File: src/rtl/lpif_txrx_x8_asym2_half_slave_gearbox_if.sv
// Bus bundle for the x8 half-rate gearbox: RX FIFO pop side, full-rate downstream
// beats, full-rate upstream beats, TX FIFO push side and the framing error count.
interface lpif_txrx_x8_asym2_half_slave_gearbox_if;
    logic [289:0] rxfifo_downstream_data;
    logic         rxfifo_downstream_vld;
    logic         rxfifo_downstream_rd;

    logic [3:0]   dstrm_state;
    logic [1:0]   dstrm_protid;
    logic [127:0] dstrm_data;
    logic         dstrm_dvalid;
    logic [7:0]   dstrm_crc;
    logic         dstrm_crc_valid;
    logic         dstrm_valid;

    logic [3:0]   ustrm_state;
    logic [1:0]   ustrm_protid;
    logic [127:0] ustrm_data;
    logic         ustrm_dvalid;
    logic [7:0]   ustrm_crc;
    logic         ustrm_crc_valid;
    logic         ustrm_valid;

    logic [289:0] txfifo_upstream_data;
    logic         txfifo_upstream_push;
    logic [7:0]   frame_err_cnt;

    modport slave (
        input  rxfifo_downstream_data, rxfifo_downstream_vld,
        output rxfifo_downstream_rd,
        output dstrm_state, dstrm_protid, dstrm_data, dstrm_dvalid,
        output dstrm_crc, dstrm_crc_valid, dstrm_valid,
        input  ustrm_state, ustrm_protid, ustrm_data, ustrm_dvalid,
        input  ustrm_crc, ustrm_crc_valid, ustrm_valid,
        output txfifo_upstream_data, txfifo_upstream_push,
        output frame_err_cnt
    );

    modport master (
        output rxfifo_downstream_data, rxfifo_downstream_vld,
        input  rxfifo_downstream_rd,
        input  dstrm_state, dstrm_protid, dstrm_data, dstrm_dvalid,
        input  dstrm_crc, dstrm_crc_valid, dstrm_valid,
        output ustrm_state, ustrm_protid, ustrm_data, ustrm_dvalid,
        output ustrm_crc, ustrm_crc_valid, ustrm_valid,
        input  txfifo_upstream_data, txfifo_upstream_push,
        input  frame_err_cnt
    );
endinterface

File: src/rtl/lpif_txrx_x8_asym2_half_slave_gearbox.sv
// Two-beat gearbox: unpacks 290-bit RX FIFO words into full-rate beats and packs beats
// into TX FIFO words. Define LPIF_GEARBOX_FRAME_ERR_EN to build the framing error counter.
module lpif_txrx_x8_asym2_half_slave_gearbox #(
    parameter int PACK_FLUSH_CYCLES = 0
) (
    input  logic clk_wr,
    input  logic rst_wr_n,
    lpif_txrx_x8_asym2_half_slave_gearbox_if.slave bus
);

    localparam int BEAT_W = 145;
    localparam int WORD_W = 2 * BEAT_W;
    localparam int IDLE_W = (PACK_FLUSH_CYCLES > 0) ? $clog2(PACK_FLUSH_CYCLES + 1) : 1;
    localparam logic [IDLE_W-1:0] FLUSH_LAST = IDLE_W'(PACK_FLUSH_CYCLES - 1);

    typedef enum logic [1:0] {EMPTY, LO, HI} unpack_state_t;
    typedef enum logic {WAIT_LO, WAIT_HI} pack_state_t;

    unpack_state_t     un_state_q, un_state_d;
    logic [BEAT_W-1:0] hold_q, hold_d;
    logic [BEAT_W-1:0] dstrm_q, dstrm_d;
    logic              started_q, started_d;
    logic              pop;

    pack_state_t       pk_state_q, pk_state_d;
    logic [BEAT_W-1:0] lo_q, lo_d;
    logic [WORD_W-1:0] tx_data_q, tx_data_d;
    logic              push_q, push_d;
    logic [IDLE_W-1:0] idle_q, idle_d;
    logic [BEAT_W-1:0] ubeat;

    // Keeps the pop strobe low for the first cycle after reset release.
    always_comb begin
        started_d = 1'b1;
    end

    // Unpack: the lo half goes straight into the output register on pop, so only the
    // hi half has to wait in the holding register.
    always_comb begin
        un_state_d = un_state_q;
        hold_d     = hold_q;
        dstrm_d    = '0;
        pop        = 1'b0;
        case (un_state_q)
            EMPTY: begin
                pop = started_q & bus.rxfifo_downstream_vld;
                if (pop) begin
                    hold_d     = bus.rxfifo_downstream_data[WORD_W-1:BEAT_W];
                    dstrm_d    = bus.rxfifo_downstream_data[BEAT_W-1:0];
                    un_state_d = LO;
                end
            end
            LO: begin
                dstrm_d    = hold_q;
                un_state_d = HI;
            end
            HI: begin
                pop = started_q & bus.rxfifo_downstream_vld;
                if (pop) begin
                    hold_d     = bus.rxfifo_downstream_data[WORD_W-1:BEAT_W];
                    dstrm_d    = bus.rxfifo_downstream_data[BEAT_W-1:0];
                    un_state_d = LO;
                end else begin
                    un_state_d = EMPTY;
                end
            end
            default: un_state_d = EMPTY;
        endcase
    end

    always_ff @(posedge clk_wr or negedge rst_wr_n) begin
        if (!rst_wr_n) begin
            un_state_q <= EMPTY;
            hold_q     <= '0;
            dstrm_q    <= '0;
            started_q  <= 1'b0;
        end else begin
            un_state_q <= un_state_d;
            hold_q     <= hold_d;
            dstrm_q    <= dstrm_d;
            started_q  <= started_d;
        end
    end

    assign bus.rxfifo_downstream_rd = pop;
    assign bus.dstrm_state          = dstrm_q[3:0];
    assign bus.dstrm_protid         = dstrm_q[5:4];
    assign bus.dstrm_data           = dstrm_q[133:6];
    assign bus.dstrm_dvalid         = dstrm_q[134];
    assign bus.dstrm_crc            = dstrm_q[142:135];
    assign bus.dstrm_crc_valid      = dstrm_q[143];
    assign bus.dstrm_valid          = dstrm_q[144];

    assign ubeat = {bus.ustrm_valid, bus.ustrm_crc_valid, bus.ustrm_crc, bus.ustrm_dvalid,
                    bus.ustrm_data, bus.ustrm_protid, bus.ustrm_state};

    // Pack: a lone lo beat is either completed by the next valid beat or, when the
    // flush timeout is enabled, pushed with a zero hi half once the idle count expires.
    always_comb begin
        pk_state_d = pk_state_q;
        lo_d       = lo_q;
        tx_data_d  = tx_data_q;
        push_d     = 1'b0;
        idle_d     = idle_q;
        case (pk_state_q)
            WAIT_LO: begin
                if (bus.ustrm_valid) begin
                    lo_d       = ubeat;
                    idle_d     = '0;
                    pk_state_d = WAIT_HI;
                end
            end
            WAIT_HI: begin
                if (bus.ustrm_valid) begin
                    tx_data_d  = {ubeat, lo_q};
                    push_d     = 1'b1;
                    idle_d     = '0;
                    pk_state_d = WAIT_LO;
                end else if ((PACK_FLUSH_CYCLES > 0) && (idle_q == FLUSH_LAST)) begin
                    tx_data_d  = {{BEAT_W{1'b0}}, lo_q};
                    push_d     = 1'b1;
                    idle_d     = '0;
                    pk_state_d = WAIT_LO;
                end else begin
                    idle_d = idle_q + 1'b1;
                end
            end
            default: pk_state_d = WAIT_LO;
        endcase
    end

    always_ff @(posedge clk_wr or negedge rst_wr_n) begin
        if (!rst_wr_n) begin
            pk_state_q <= WAIT_LO;
            lo_q       <= '0;
            tx_data_q  <= '0;
            push_q     <= 1'b0;
            idle_q     <= '0;
        end else begin
            pk_state_q <= pk_state_d;
            lo_q       <= lo_d;
            tx_data_q  <= tx_data_d;
            push_q     <= push_d;
            idle_q     <= idle_d;
        end
    end

    assign bus.txfifo_upstream_data = tx_data_q;
    assign bus.txfifo_upstream_push = push_q;

`ifdef LPIF_GEARBOX_FRAME_ERR_EN
    logic [7:0] ferr_q, ferr_d;

    // A word whose hi beat is valid but whose lo beat is not means the beat pairing slipped.
    always_comb begin
        ferr_d = ferr_q;
        if (pop && bus.rxfifo_downstream_data[WORD_W-1] && !bus.rxfifo_downstream_data[BEAT_W-1]
            && (ferr_q != 8'hFF)) begin
            ferr_d = ferr_q + 8'd1;
        end
    end

    always_ff @(posedge clk_wr or negedge rst_wr_n) begin
        if (!rst_wr_n) begin
            ferr_q <= 8'd0;
        end else begin
            ferr_q <= ferr_d;
        end
    end

    assign bus.frame_err_cnt = ferr_q;
`else
    assign bus.frame_err_cnt = 8'd0;
`endif

endmodule

File: src/flat_wrapper.sv
// flat-port wrapper written by rule: the top's interface ports become plain ports
module lpif_txrx_x8_asym2_half_slave_gearbox_flat 
#(
    parameter int PACK_FLUSH_CYCLES = 0
)
  (clk_wr, rst_wr_n, bus_rxfifo_downstream_data, bus_rxfifo_downstream_vld, bus_rxfifo_downstream_rd, bus_dstrm_state, bus_dstrm_protid, bus_dstrm_data, bus_dstrm_dvalid, bus_dstrm_crc, bus_dstrm_crc_valid, bus_dstrm_valid, bus_ustrm_state, bus_ustrm_protid, bus_ustrm_data, bus_ustrm_dvalid, bus_ustrm_crc, bus_ustrm_crc_valid, bus_ustrm_valid, bus_txfifo_upstream_data, bus_txfifo_upstream_push, bus_frame_err_cnt);
  lpif_txrx_x8_asym2_half_slave_gearbox_if bus_i ();
  input  logic clk_wr;
  input  logic rst_wr_n;
  input wire logic [$bits(bus_i.rxfifo_downstream_data)-1:0] bus_rxfifo_downstream_data;
  input wire logic [$bits(bus_i.rxfifo_downstream_vld)-1:0] bus_rxfifo_downstream_vld;
  output wire logic [$bits(bus_i.rxfifo_downstream_rd)-1:0] bus_rxfifo_downstream_rd;
  output wire logic [$bits(bus_i.dstrm_state)-1:0] bus_dstrm_state;
  output wire logic [$bits(bus_i.dstrm_protid)-1:0] bus_dstrm_protid;
  output wire logic [$bits(bus_i.dstrm_data)-1:0] bus_dstrm_data;
  output wire logic [$bits(bus_i.dstrm_dvalid)-1:0] bus_dstrm_dvalid;
  output wire logic [$bits(bus_i.dstrm_crc)-1:0] bus_dstrm_crc;
  output wire logic [$bits(bus_i.dstrm_crc_valid)-1:0] bus_dstrm_crc_valid;
  output wire logic [$bits(bus_i.dstrm_valid)-1:0] bus_dstrm_valid;
  input wire logic [$bits(bus_i.ustrm_state)-1:0] bus_ustrm_state;
  input wire logic [$bits(bus_i.ustrm_protid)-1:0] bus_ustrm_protid;
  input wire logic [$bits(bus_i.ustrm_data)-1:0] bus_ustrm_data;
  input wire logic [$bits(bus_i.ustrm_dvalid)-1:0] bus_ustrm_dvalid;
  input wire logic [$bits(bus_i.ustrm_crc)-1:0] bus_ustrm_crc;
  input wire logic [$bits(bus_i.ustrm_crc_valid)-1:0] bus_ustrm_crc_valid;
  input wire logic [$bits(bus_i.ustrm_valid)-1:0] bus_ustrm_valid;
  output wire logic [$bits(bus_i.txfifo_upstream_data)-1:0] bus_txfifo_upstream_data;
  output wire logic [$bits(bus_i.txfifo_upstream_push)-1:0] bus_txfifo_upstream_push;
  output wire logic [$bits(bus_i.frame_err_cnt)-1:0] bus_frame_err_cnt;
  assign bus_i.rxfifo_downstream_data = bus_rxfifo_downstream_data;
  assign bus_i.rxfifo_downstream_vld = bus_rxfifo_downstream_vld;
  assign bus_rxfifo_downstream_rd = bus_i.rxfifo_downstream_rd;
  assign bus_dstrm_state = bus_i.dstrm_state;
  assign bus_dstrm_protid = bus_i.dstrm_protid;
  assign bus_dstrm_data = bus_i.dstrm_data;
  assign bus_dstrm_dvalid = bus_i.dstrm_dvalid;
  assign bus_dstrm_crc = bus_i.dstrm_crc;
  assign bus_dstrm_crc_valid = bus_i.dstrm_crc_valid;
  assign bus_dstrm_valid = bus_i.dstrm_valid;
  assign bus_i.ustrm_state = bus_ustrm_state;
  assign bus_i.ustrm_protid = bus_ustrm_protid;
  assign bus_i.ustrm_data = bus_ustrm_data;
  assign bus_i.ustrm_dvalid = bus_ustrm_dvalid;
  assign bus_i.ustrm_crc = bus_ustrm_crc;
  assign bus_i.ustrm_crc_valid = bus_ustrm_crc_valid;
  assign bus_i.ustrm_valid = bus_ustrm_valid;
  assign bus_txfifo_upstream_data = bus_i.txfifo_upstream_data;
  assign bus_txfifo_upstream_push = bus_i.txfifo_upstream_push;
  assign bus_frame_err_cnt = bus_i.frame_err_cnt;
  lpif_txrx_x8_asym2_half_slave_gearbox #(.PACK_FLUSH_CYCLES(PACK_FLUSH_CYCLES)) u_core (.clk_wr(clk_wr), .rst_wr_n(rst_wr_n), .bus(bus_i));
endmodule
File: config.mk
export PLATFORM = sky130hd
export DESIGN_NAME = lpif_txrx_x8_asym2_half_slave_gearbox_flat
export DESIGN_NICKNAME = d
export VERILOG_FILES = /design/src/rtl/lpif_txrx_x8_asym2_half_slave_gearbox_if.sv /design/src/rtl/lpif_txrx_x8_asym2_half_slave_gearbox.sv /design/src/flat_wrapper.sv
export SDC_FILE = /design/constraint.sdc
export NUM_CORES = 1
export LEC_CHECK = 0
export ABC_AREA = 1
export CORE_AREA = 3 3 343 345
export CTS_CLUSTER_SIZE = 16
export DETAILED_ROUTE_END_ITERATION = 10
export DIE_AREA = 0 0 346 348
export GPL_TIMING_DRIVEN = 0
export PLACE_DENSITY = 0.48
export SLEW_MARGIN = 20
export SYNTH_ARGS = -nofsm -noshare
export SYNTH_HDL_FRONTEND = slang
export SYNTH_SLANG_ARGS = --single-unit
export TNS_END_PERCENT = 30
File: constraint.sdc
create_clock -name clk_wr -period 1.3 [get_ports clk_wr]
set_input_delay 0.195 -clock clk_wr [delete_from_list [all_inputs] [get_ports clk_wr]]
set_output_delay 0.195 -clock clk_wr [all_outputs]
set_load 0.05 [all_outputs]
==> results.md <==
- Final critical-path setup slack: -0.546 ns
- Area of the die: 120000 um2
- Clock sink count: 730
- Top flip-flop cell by instance count after synthesis: dfrtp_1
- Combined area of all synthesized cells: 28200 um2
- Ratio of cells with drive above 1 in the final layout: 29.1%
- Worst-Margin Slew: 0.681 ns
- Routed length on met1: 48.8 mm
- Worst endpoint data arrival time: 1.65 ns
- Wire length on met2: 63.8 mm
- Most instantiated cells after synthesis: 1303 x nand2_1, 730 x dfrtp_1, 290 x nand4_1
- Final weighted congestion of routability-driven global placement: 0.837
- Number of global-route vias before repair: 25700
- Setup repair after global routing missed its margin: true
- Post-synthesis to final-layout area growth: 69.7%
- Final count of hold timing violations: 272
- Violations in the final reports: negative hold slack, negative setup slack
- Overflow after GRT: 0
- Post-synth top area share: 64.8%
- DIE HEIGHT: 348 um
- Worst slew slack as a fraction of its limit: 54.4%
- Category of the worst setup path capture point: output pin
- Clock-pin slew reported for the worst setup and hold paths after clock tree synthesis: 0.06 ns
- Sequential-to-total area share from yosys stat: 64.8%
- Category of the worst setup path launch point: flip-flop
- Power density cells: 2330 nW/um2
- Total area of sequential cells: 18300 um2
- Most common cell in the netlist: nand2_1
- Syn Inst Count: 3000
- Total wire length after detailed routing: 127 mm
- Clock Path Buffers: 3
- Number of warnings reported in the yosys synthesis log: 0
- Post-DP Area: 39100 um2
- Leak pwr: 0.0239 uW
- Start-to-end type of the worst setup path: reg -> out
- Wire length of the first global-routing pass: 176 mm
- Wire length on met3: 12.0 mm
- Half-perimeter wire length after detailed placement: 91.6 mm
- Clock latency reported for the late side of the worst-skew pair: 0.66 ns
- Final Critical Period: 1.85 ns
- Largest cells by area after synthesis: dfrtp_1 65%, nand2_1 17%, nand4_1 6.4%, o21ai_0 2.9%, o21ai_1 2.2%
- H-tree depth reported by CTS: 3
- Mean area per synthesized cell: 9.40 um2
- Worst clock skew: 0.0280 ns
- Buffer cell driving the clock tree root: clkbuf_16
- Yosys cell types: 17
- Initial Util: 24.6%
- I/O Buffers: 874
- Maximum ir drop on the vdd rail: 0.00110 V
- Outcome: complete, but fails checks
- Detail-routed via count per cell: 4.40
- Layout net count: 4644
- Count of pins over their slew limit: 0
- Count of hold-fix buffers inserted at cts: 7
- Asr flop ratio synth: 100%
- Fill cells: 11200
- Combined global-route utilization of all metal layers: 19.7%
- Final setup vio count: 1089
- F_max: 542 MHz
- Number of storage elements in the synthesis netlist: 730
- DR top layer: met5
- Number of enable flip-flop cells after synthesis: 0
- Total Power: 112000 uW
- Min-Delay Path Class: in -> async
- DR vias: 25600
- Cell area after layout: 47900 um2
- Tightest hold margin: -0.542 ns
- Std cell rows: 124
- Highest net fanout along the worst path: 2
- Final antenna-violating net count: 0
- Number of maximum-capacitance violations: 0
- Initial antenna violation count: 35
- Initial DRT Pass Iterations: 5
- Multi-input logic area: 9300 um2
- Final routed DRC violation total: 0
- Core area: 115000 um2
- Largest area contributor in the netlist: dfrtp_1
- Drt wl/cell: 21.9 um
- Crit share post-route: 142%
- Maximum number of pins on one net before global-route repair: 91
- Number of primary I/O pins: 883
- TritonCTS clock tree: yes
- CP required: 1.11 ns
- Cts bufs inserted: 90
- Drt first-iter violations: 1501
- Die extent in x: 346 um
-- routing by layer --
metal  track usage [%]  vias up
met5                 0        -
met4              5.70       20
met3              7.81      160
met2              33.6      801
met1              22.8    12400
li1                  -    12200
-- cells by family after synthesis --
group	Yosys count	share of synthesized area, %
flip-flops	730	64.8
AND/OR/NAND/NOR	1597	23.8
other	2	0.0266
adder cells (fa/ha/maj)	2	0.0887
AO/OA/AOI/OAI	288	5.11
buffers and inverters	381	6.18
-- registers in the layout (all words and copies together) (netlist names) --
name / count
u_core.bus.txfifo_upstream_data: 290
u_core.un_state_q: 2
u_core.pk_state_q: 1
u_core.lo_q: 145
u_core.hold_q: 145
u_core.bus.txfifo_upstream_push: 1
u_core.dstrm_q: 145
u_core.started_q: 1
-- report_power, final --
group	total, uW	leakage (uW)	internal [uW]	switching, uW
registers	34400	0.00920	30100	4370
clock network	25400	0.00147	15000	10400
logic	51800	0.0132	20100	31600
-- cell type report --
class | count | area share [%]
flip-flops and latches | 730 | 38.2
repair buffers | 1110 | 26.2
multi-input cells | 1896 | 19.4
clock buffers | 138 | 5.67
plain buffers | 226 | 4.77
well taps | 1512 | 3.95
inverters | 150 | 1.20
clock inverters | 24 | 0.538
diodes | 19 | 0.0993
-- layout by cell type (no fill, tap or decap), types with 19 or more instances in the layout --
master | synthesis | layout
diode_2 | 0 | 19
o21ai_2 | 0 | 73
buf_2 | 80 | 33
nand2_4 | 0 | 79
clkbuf_2 | 0 | 25
clkbuf_16 | 0 | 139
buf_8 | 0 | 43
clkdlybuf4s50_1 | 0 | 436
o21ai_0 | 163 | 62
dfrtp_1 | 730 | 728
o21ai_1 | 125 | 153
clkbuf_8 | 0 | 23
clkbuf_1 | 77 | 36
inv_1 | 149 | 146
nand2_2 | 0 | 69
buf_12 | 0 | 62
nand4_1 | 290 | 290
buf_6 | 2 | 458
clkbuf_4 | 0 | 22
buf_4 | 53 | 169
nand2_1 | 1303 | 1155
-- path summary, 6_finish.rpt --
check | startpoint | to | slack, ns | cells past startpoint
worst min-delay path | rst_wr_n | u_core.bus.txfifo_upstream_data[272] | -0.54 | 1
min in group clk_wr | bus_rxfifo_downstream_data[259] | u_core.hold_q[114] | 0.09 | 3
worst max-delay path | u_core.un_state_q[0] | bus_rxfifo_downstream_rd | -0.55 | 6
worst min register to register | u_core.hold_q[53] | u_core.hold_q[53] | 0.47 | 2
max in group asynchronous | rst_wr_n | u_core.bus.txfifo_upstream_data[262] | 0.07 | 3
worst max register to register | u_core.pk_state_q | u_core.bus.txfifo_upstream_data[68] | -0.29 | 9
-- critical path: stages, from the launching register on --
cell	delay, ns
dfrtp_1	0.37
inv_2	0.07
nand3_2	0.08
buf_8	0.14
buf_12	0.11
clkinvlp_4	0.07
buf_12	0.14
-- through the flow --
step	std cells	util [%]	hold slack, ns	worst slack, ns	setup TNS (ns)
3_5_place_dp	5401	34.2	0.216	-1.29	-830.70
5_1_grt	5798	41.8	-0.548	-0.626	-230.16
2_1_floorplan	3007	-	-0.101	-0.0239	-4.06
4_1_cts	5678	38.3	-0.515	-0.625	-316.51
6_report	5805	41.8	-0.542	-0.546	-163.24
3_3_place_gp	5393	34.0	0.454	-35.44	-
-- what timing repair did --
item	in CTS	in global routing
cloned	4	47
hold endpoints to repair	84	272
gates resized for setup	2815	1210
setup endpoints to repair	1330	1427
buffers inserted	105	66
pin swaps	0	61
Power figures use the tool's default switching activity.
